==> src/rtl/ps2_pkg.sv <==
// Shared definitions for the PS/2 receive path: FSM encoding, frame geometry,
// default tuning values and the odd-parity helper.
package ps2_pkg;

  typedef enum logic [1:0] {
    ST_IDLE,
    ST_DATA,
    ST_PARITY,
    ST_STOP
  } ps2_state_t;

  localparam int unsigned DATA_BITS       = 8;
  localparam int unsigned FRAME_BITS      = 11;
  localparam int unsigned DEF_SYNC_STAGES = 2;
  localparam int unsigned DEF_FILTER_LEN  = 4;
  localparam int unsigned DEF_TIMEOUT_CYC = 5000;

  function automatic logic odd_parity_ok(input logic [DATA_BITS-1:0] data, input logic par);
    return ^{data, par};
  endfunction

endpackage

==> src/rtl/ps2_edge_filter.sv <==
// Synchroniser, glitch filter and falling-edge strobe for ps2_clk; ps2_data is
// delayed by the same number of cycles so it lines up with the strobe.
module ps2_edge_filter
  import ps2_pkg::*;
#(
  parameter int unsigned SYNC_STAGES = DEF_SYNC_STAGES,
  parameter int unsigned FILTER_LEN  = DEF_FILTER_LEN
) (
  input  logic i_clk,
  input  logic i_rst_n,
  input  logic i_ps2_clk,
  input  logic i_ps2_data,
  output logic o_fall,
  output logic o_data
);

  localparam int unsigned DLY = SYNC_STAGES + FILTER_LEN;
  localparam int unsigned CW  = $clog2(FILTER_LEN + 1);
  localparam logic [CW-1:0] CNT_LAST = CW'(FILTER_LEN - 1);

  logic [SYNC_STAGES-1:0] r_clk_sync;
  logic [DLY-1:0]         r_dat_pipe;
  logic [CW-1:0]          r_cnt;
  logic                   r_filt;
  logic                   r_fall;
  logic                   w_clk_s;
  logic                   w_settle;

  assign w_clk_s  = r_clk_sync[SYNC_STAGES-1];
  assign w_settle = (w_clk_s != r_filt) && (r_cnt == CNT_LAST);

  always_ff @(posedge i_clk or negedge i_rst_n) begin
    if (!i_rst_n) begin
      r_clk_sync <= '1;
      r_dat_pipe <= '1;
    end else begin
      r_clk_sync[0] <= i_ps2_clk;
      r_dat_pipe[0] <= i_ps2_data;
      for (int unsigned i = 1; i < SYNC_STAGES; i++) r_clk_sync[i] <= r_clk_sync[i-1];
      for (int unsigned i = 1; i < DLY; i++) r_dat_pipe[i] <= r_dat_pipe[i-1];
    end
  end

  // r_cnt counts consecutive samples that disagree with the filtered level.
  always_ff @(posedge i_clk or negedge i_rst_n) begin
    if (!i_rst_n) begin
      r_filt <= 1'b1;
      r_cnt  <= '0;
      r_fall <= 1'b0;
    end else begin
      r_fall <= w_settle && !w_clk_s;
      if (w_clk_s == r_filt) begin
        r_cnt <= '0;
      end else if (w_settle) begin
        r_filt <= w_clk_s;
        r_cnt  <= '0;
      end else begin
        r_cnt <= r_cnt + CW'(1);
      end
    end
  end

  assign o_fall = r_fall;
  assign o_data = r_dat_pipe[DLY-1];

endmodule

==> src/rtl/ps2_rx_ctrl.sv <==
// PS/2 receive controller: frames filtered clock edges into bytes and flags errors.
// Define PS2_PARITY_CHECK_EN to reject frames with bad odd parity via parity_err.
module ps2_rx_ctrl
  import ps2_pkg::*;
#(
  parameter int unsigned SYNC_STAGES = DEF_SYNC_STAGES,
  parameter int unsigned FILTER_LEN  = DEF_FILTER_LEN,
  parameter int unsigned TIMEOUT_CYC = DEF_TIMEOUT_CYC
) (
  input  logic                 clk,
  input  logic                 rst,
  input  logic                 rx_en,
  input  logic                 ps2_clk,
  input  logic                 ps2_data,
  output logic                 shift_en,
  output logic [DATA_BITS-1:0] frame_data,
  output logic                 data_valid,
  output logic                 parity_err,
  output logic                 frame_err,
  output logic                 busy
);

  localparam int unsigned BW = $clog2(DATA_BITS);
  localparam logic [BW-1:0] BIT_LAST = BW'(DATA_BITS - 1);
  localparam int unsigned TW = $clog2(TIMEOUT_CYC + 1);
  localparam logic [TW-1:0] TMO_LAST = TW'(TIMEOUT_CYC - 1);
`ifdef PS2_PARITY_CHECK_EN
  localparam logic PARITY_EN = 1'b1;
`else
  localparam logic PARITY_EN = 1'b0;
`endif

  ps2_state_t           r_state;
  ps2_state_t           w_next;
  logic                 w_fall;
  logic                 w_data;
  logic                 w_tmo_hit;
  logic                 w_stop_eval;
  logic                 w_par_good;
  logic [BW-1:0]        r_bit_cnt;
  logic [TW-1:0]        r_tmo;
  logic [DATA_BITS-1:0] r_shift;
  logic [DATA_BITS-1:0] r_frame_data;
  logic                 r_par;
  logic                 r_valid;
  logic                 r_perr;
  logic                 r_ferr;

  ps2_edge_filter #(
    .SYNC_STAGES(SYNC_STAGES),
    .FILTER_LEN (FILTER_LEN)
  ) u_edge_filter (
    .i_clk     (clk),
    .i_rst_n   (rst),
    .i_ps2_clk (ps2_clk),
    .i_ps2_data(ps2_data),
    .o_fall    (w_fall),
    .o_data    (w_data)
  );

  assign w_tmo_hit  = rx_en && (r_state != ST_IDLE) && !w_fall && (r_tmo == TMO_LAST);
  assign w_par_good = odd_parity_ok(r_shift, r_par);

  always_ff @(posedge clk or negedge rst) begin
    if (!rst) r_state <= ST_IDLE;
    else      r_state <= w_next;
  end

  always_comb begin
    w_next = r_state;
    if (!rx_en || w_tmo_hit) begin
      w_next = ST_IDLE;
    end else if (w_fall) begin
      case (r_state)
        ST_IDLE:   if (!w_data) w_next = ST_DATA;
        ST_DATA:   if (r_bit_cnt == BIT_LAST) w_next = ST_PARITY;
        ST_PARITY: w_next = ST_STOP;
        ST_STOP:   w_next = ST_IDLE;
        default:   w_next = ST_IDLE;
      endcase
    end
  end

  always_comb begin
    shift_en    = rx_en && w_fall && (r_state == ST_DATA);
    w_stop_eval = rx_en && w_fall && (r_state == ST_STOP);
    busy        = (r_state != ST_IDLE);
  end

  // bit_cnt wraps to 0 on the 8th shift, leaving it cleared for the next frame.
  always_ff @(posedge clk or negedge rst) begin
    if (!rst) begin
      r_bit_cnt    <= '0;
      r_tmo        <= '0;
      r_shift      <= '0;
      r_par        <= 1'b0;
      r_frame_data <= '0;
      r_valid      <= 1'b0;
      r_perr       <= 1'b0;
      r_ferr       <= 1'b0;
    end else begin
      r_valid <= 1'b0;
      r_perr  <= 1'b0;
      r_ferr  <= 1'b0;
      if (!rx_en || r_state == ST_IDLE) begin
        r_bit_cnt <= '0;
        r_tmo     <= '0;
      end else if (w_fall) begin
        r_tmo <= '0;
      end else if (w_tmo_hit) begin
        r_tmo     <= '0;
        r_bit_cnt <= '0;
        r_ferr    <= 1'b1;
      end else begin
        r_tmo <= r_tmo + TW'(1);
      end
      if (shift_en) begin
        r_shift   <= {w_data, r_shift[DATA_BITS-1:1]};
        r_bit_cnt <= r_bit_cnt + BW'(1);
      end
      if (rx_en && w_fall && r_state == ST_PARITY) r_par <= w_data;
      if (w_stop_eval) begin
        if (!w_data) begin
          r_ferr <= 1'b1;
        end else if (PARITY_EN && !w_par_good) begin
          r_perr <= 1'b1;
        end else begin
          r_valid      <= 1'b1;
          r_frame_data <= r_shift;
        end
      end
    end
  end

  assign frame_data = r_frame_data;
  assign data_valid = r_valid;
  assign parity_err = r_perr;
  assign frame_err  = r_ferr;

endmodule
==> config.mk <==
export PLATFORM = sky130hd
export DESIGN_NAME = ps2_rx_ctrl
export DESIGN_NICKNAME = d
export VERILOG_FILES = /design/src/rtl/ps2_pkg.sv /design/src/rtl/ps2_edge_filter.sv /design/src/rtl/ps2_rx_ctrl.sv
export SDC_FILE = /design/constraint.sdc
export NUM_CORES = 1
export LEC_CHECK = 0
export BUFFER_PORTS_ARGS = -buffer_cell sky130_fd_sc_hd__buf_2
export CORE_UTILIZATION = 40
export CTS_BUF_LIST = sky130_fd_sc_hd__clkbuf_2 sky130_fd_sc_hd__clkbuf_4 sky130_fd_sc_hd__clkbuf_8
export DETAILED_ROUTE_END_ITERATION = 12
export GPL_ROUTABILITY_DRIVEN = 0
export GPL_TIMING_DRIVEN = 0
export MAX_ROUTING_LAYER = met4
export PLACE_DENSITY_LB_ADDON = 0.25
export SLEW_MARGIN = 20
export SYNTH_ARGS = -nofsm -noshare
export SYNTH_HDL_FRONTEND = slang
export SYNTH_SLANG_ARGS = --single-unit
export TNS_END_PERCENT = 20
==> constraint.sdc <==
create_clock -name clk -period 4.65 [get_ports clk]
set_input_delay 0.93 -clock clk [delete_from_list [all_inputs] [get_ports clk]]
set_output_delay 0.93 -clock clk [all_outputs]
set_load 0.005 [all_outputs]
Yosys cells after proc, flatten, opt, wreduce, memory -nomap -nowiden
Index checks and enable logic that the tools add are counted.
- word-level logic and storage cells: 69
- register bits after elaboration: 49
- equality and inequality tests: 11
- muxes and demuxes: 21
- bitwise logic cells: 1
- add/subtract/negate cells: 3
- reductions and logical operators: 21
- operator list (kind ; count):
    $mux 13 ; 3
    $mux 3 ; 6
    $add 13x1->13 const B ; 1
    $eq 13x13->1 const B ; 1
    $ne 3x3->1 const B ; 3
    $logic_and 1x1->1 ; 8
    $mux 2 ; 4
    $pmux 2 s4 ; 1
    $mux 1 ; 7
    $add 3x1->3 const B ; 2
    $reduce_and 2->1 ; 3
    $eq 2x2->1 const B ; 2
    $reduce_bool 2->1 ; 2
    $eq 3x2->1 const B ; 1
    $eq 3x3->1 const B ; 1
    $logic_not 1->1 ; 3
    $reduce_and 3->1 ; 1
    $reduce_bool 3->1 ; 1
    $eq 2x1->1 const B ; 1
    $logic_not 2->1 ; 1
    $logic_or 1x1->1 ; 2
    $eq 1x1->1 ; 1
    $ne 1x1->1 ; 1
    $not 1->1 ; 1

Longest topological paths before layout
- depth after elaboration: 9
- depth in mapped cells: 7
- depth with buffers taken out: 6

Modules after synthesis
From an unflattened synthesis, not the netlist that was laid out.
- cell total of the unflattened synthesis: 196
- area, all modules: 2065.7 µm²
- by module, submodules not included (module ; times used ; area each (µm²) ; cells each):
    ps2_rx_ctrl ; 1 ; 1647.8 ; 175
    ps2_edge_filter ; 1 ; 417.9 ; 21

Worst setup path after synthesis
No wires, ideal clock.
- path type: in2out
- from: in rx_en
- to: out shift_en
- arrival time: 1.515 ns
- required time: 3.720 ns
- path buffers: 1
- stages on the path: 3
- setup slack: 2.205 ns
- path through: nand3_1 -> inv_1 -> clkbuf_1
- longest elaborated chain between the ends: 2
- ends and longest elaborated chain (what ; line ; RTL):
    start, declared ; ps2_rx_ctrl.sv:12 ; input logic rx_en,
    $logic_and 1x1->1 ; - ;
    $logic_and 1x1->1 ; ps2_rx_ctrl.sv:85 ; shift_en = rx_en && w_fall && (r_state == ST_DATA);
    end, declared ; ps2_rx_ctrl.sv:15 ; output logic shift_en,
Every way passes these cells.

Worst setup path after layout
Same ends and word-level chain as after synthesis.

==> results_dict.tcl <==
set metrics [dict create \
    critPathMaxStageDelay_ns 0.37 \
    synth_seq_cells 49 \
    antenna_found_initial 0 \
    totalWireLength_um 3222 \
    cts_sinks 49 \
    dpl.hpwl_um 2117 \
    overflow 0 \
    cap_violations 0 \
    relSlewSlack_pct 60.43 \
    drtAntennaViolNets 0 \
    cts_buffers 5 \
    fp.dieW_um 73.52 \
    worst-setup-path-type "in -> out" \
    drive_gt1_share_pct 17.89 \
    regArea_mm2 0.001237 \
    synthTopCellsByArea "dfrtp_1 49%, dfstp_2 12%, nand2_1 10%, ha_1 4.9%, xnor2_1 3.9%" \
    hold_buffers 0 \
    setup_viol 0 \
    io_buffers 16 \
    cp_cell_sequence "buf_2, nand3_1, inv_1, clkbuf_1, buf_2" \
    cts-resized-gates 0 \
    cts_tree "done" \
    syn_nets 207 \
    netlist.area_leader.share_pct 48.93 \
    start_util_pct 42.47 \
    yosysWarningCount 0 \
    antenna_cells 0 \
    area_delta_synth_final_pct 13.76 \
    design.die.area_mm2 0.005404 \
    endpoint_kind "output pin" \
    die_h_um 73.52 \
    fin_crit_sh_pct 64.49 \
    grt_pass1_vias 1256 \
    netlist_instances 194 \
    cts_root_buffer "clkbuf_8" \
    drc 0 \
    routed_via_density 4.502 \
    start_kind "input pin" \
    cts_setup_buffers 0 \
    critPathMostFrequentCell "buf_2" \
    nets 230 \
    detail_route.wl_per_cell_um 11.31 \
    hp-class "reg -> reg" \
    ys_types 36 \
    status "finished clean" \
    grt_max_degree 50 \
    hold_viol 0 \
    grtUsageTotal_pct 14.78 \
    power_density_mw_per_mm2 347.0 \
    ys_seq_area_share_pct 60.49 \
    timing.setup.tns_ns 0 \
    drtIter0Drc 67 \
    cts_max_level 2 \
    report.final.slew_viol_count 0 \
    grt_pass1_wl_um 5878 \
    critPathSlowestCell "clkbuf_1" \
    whs_ns 0.3590 \
    fillCellCount 493 \
    tightest_slew_ns 0.5936 \
    yosysTopAreaCell "dfrtp_1" \
    via_count 1283 \
    netlist_area_mm2 0.002046 \
    clkLatencyLatePin_ns 0.30 \
    rsz0062_at_grt "false" \
    drtPass1Iterations 2 \
    fmax_mhz 333.5 \
    layout_min_cycle_time_ns 2.999 \
    clk_pin_slew_ns 0.09 \
    total_power_uw 807.6 \
    fin_util_pct 48.31 \
    io_pins 18 \
    core_mm2 0.004817 \
    avgSynthCellArea_um2 10.54 \
    p_leak_uw 0.001133 \
    skew_ns 0.004300 \
    ir_drop_mv 0.1734 \
    cts_buffer_depth 2 \
    crit_fanout 10 \
    multiInputGateArea_um2 750.7 \
    required_ns 3.72 \
    rows 25 \
    cp_data_arrival_time_ns 2.07 \
]
-- through the flow --
stage / instances / worst slack [ns] / instance area, um^2
final: 285 / 1.651 / 2327
after CTS: 285 / 1.633 / 2325
after global routing: 285 / 1.473 / 2327
after detailed placement: 277 / 1.647 / 2210
after global placement: 277 / 1.627 / 2210
after floorplan: 194 / 2.205 / 2046
-- power by group --
group	leakage [uW]	switching, uW	internal [uW]	total (uW)
clock	0.0000588	142	167	310
sequential	0.000652	8.59	448	456
combinational	0.000423	23.5	18.5	42.0
-- worst paths after layout --
path	start	end	slack, ns	cells after the start
worst max-delay path	rx_en	shift_en	1.65	5
worst min-delay path	u_edge_filter.r_clk_sync[0]	u_edge_filter.r_clk_sync[1]	0.36	0
worst max register to register	r_tmo[10]	r_bit_cnt[1]	2.62	4
worst min register to register	u_edge_filter.r_clk_sync[0]	u_edge_filter.r_clk_sync[1]	0.36	0
max in group asynchronous	rst	r_tmo[4]	3.62	1
min in group asynchronous	rst	r_shift[6]	0.64	1
-- routing by layer --
| metal | routed length [um] | vias to the layer above | share of wire, % | global-route usage, % |
|---|---|---|---|---|
| li1 | - | 676 | - | - |
| met1 | 1636 | 585 | 51 | 18.95 |
| met2 | 1431 | 18 | 44 | 22.83 |
| met3 | 102 | 4 | 3.2 | 2.881 |
| met4 | 51 | 0 | 1.6 | 6.410 |
| met5 | 0 | - | 0 | - |
-- cells by family (layout without fill, tap and decap cells) --
group                      Yosys count  in the layout  synth area share, %
and+or+nand+nor                     99             99                22.45
DFF                                 49             49                60.49
buffers and inverters               14             38                2.813
xor gates and xnor gates            11             11                4.710
AOI/OAI and AO/OA                   10             10                3.425
adders and majority gates            8              8                4.893
muxes                                2              2                1.040
other                                1              1               0.1833
-- Yosys cell counts (all sizes together) --
cell / n
o21ai: 3
xnor2: 9
xor2: 2
o211ai: 1
nor2b: 1
clkbuf: 2
ha: 8
and3: 1
a32o: 2
nor3b: 3
buf: 2
nand3: 6
inv: 9
nand4: 1
and3b: 1
clkinv: 1
nor4: 2
nand2b: 2
mux2i: 1
dfrtp: 40
a221oi: 1
nand2: 55
a21oi: 2
or4b: 2
nor2: 16
mux2: 1
conb: 1
or3: 1
or4: 2
dfstp: 9
a2111oi: 1
nor3: 5
nand4b: 1
-- worst max-delay path, delay by kind of cell --
| kind | cells | cell delay [ns] |
|---|---|---|
| AND/OR/NAND/NOR | 1 | 0.28 |
| buffers and inverters | 4 | 0.86 |
-- cell usage in the layout, fill, tap and decap left out, types with 2 or more instances in the layout --
master / instances
buf_2: 16
ha_1: 8
nor4_1: 2
xnor2_1: 9
nor2_1: 16
inv_1: 9
nand3_1: 6
dfstp_2: 9
xor2_1: 2
clkbuf_1: 2
clkbuf_8: 5
nand2_1: 55
a21oi_1: 2
dfrtp_1: 40
nor3_1: 5
o21ai_0: 3
buf_4: 2
or4b_1: 2
nor3b_1: 3
a32o_1: 2
-- flip-flops by register name, indices dropped and copies added, names as in the netlist, 2 cells and up --
signal,count
frame_data,8
r_bit_cnt,3
u_edge_filter.r_clk_sync,2
r_state,2
u_edge_filter.r_cnt,3
u_edge_filter.r_dat_pipe,6
r_shift,8
r_tmo,13
-- layout make-up --
cell class / count / share of cell area (%)
multi-input combinational: 131 / 32.26
buffer: 4 / 0.8602
inverter: 10 / 1.613
clock inverter: 2 / 1.667
clock buffer: 6 / 3.280
timing repair buffer: 16 / 3.548
sequential: 49 / 53.17
tap: 67 / 3.602
No activity file was read; power rests on OpenSTA's default activity.
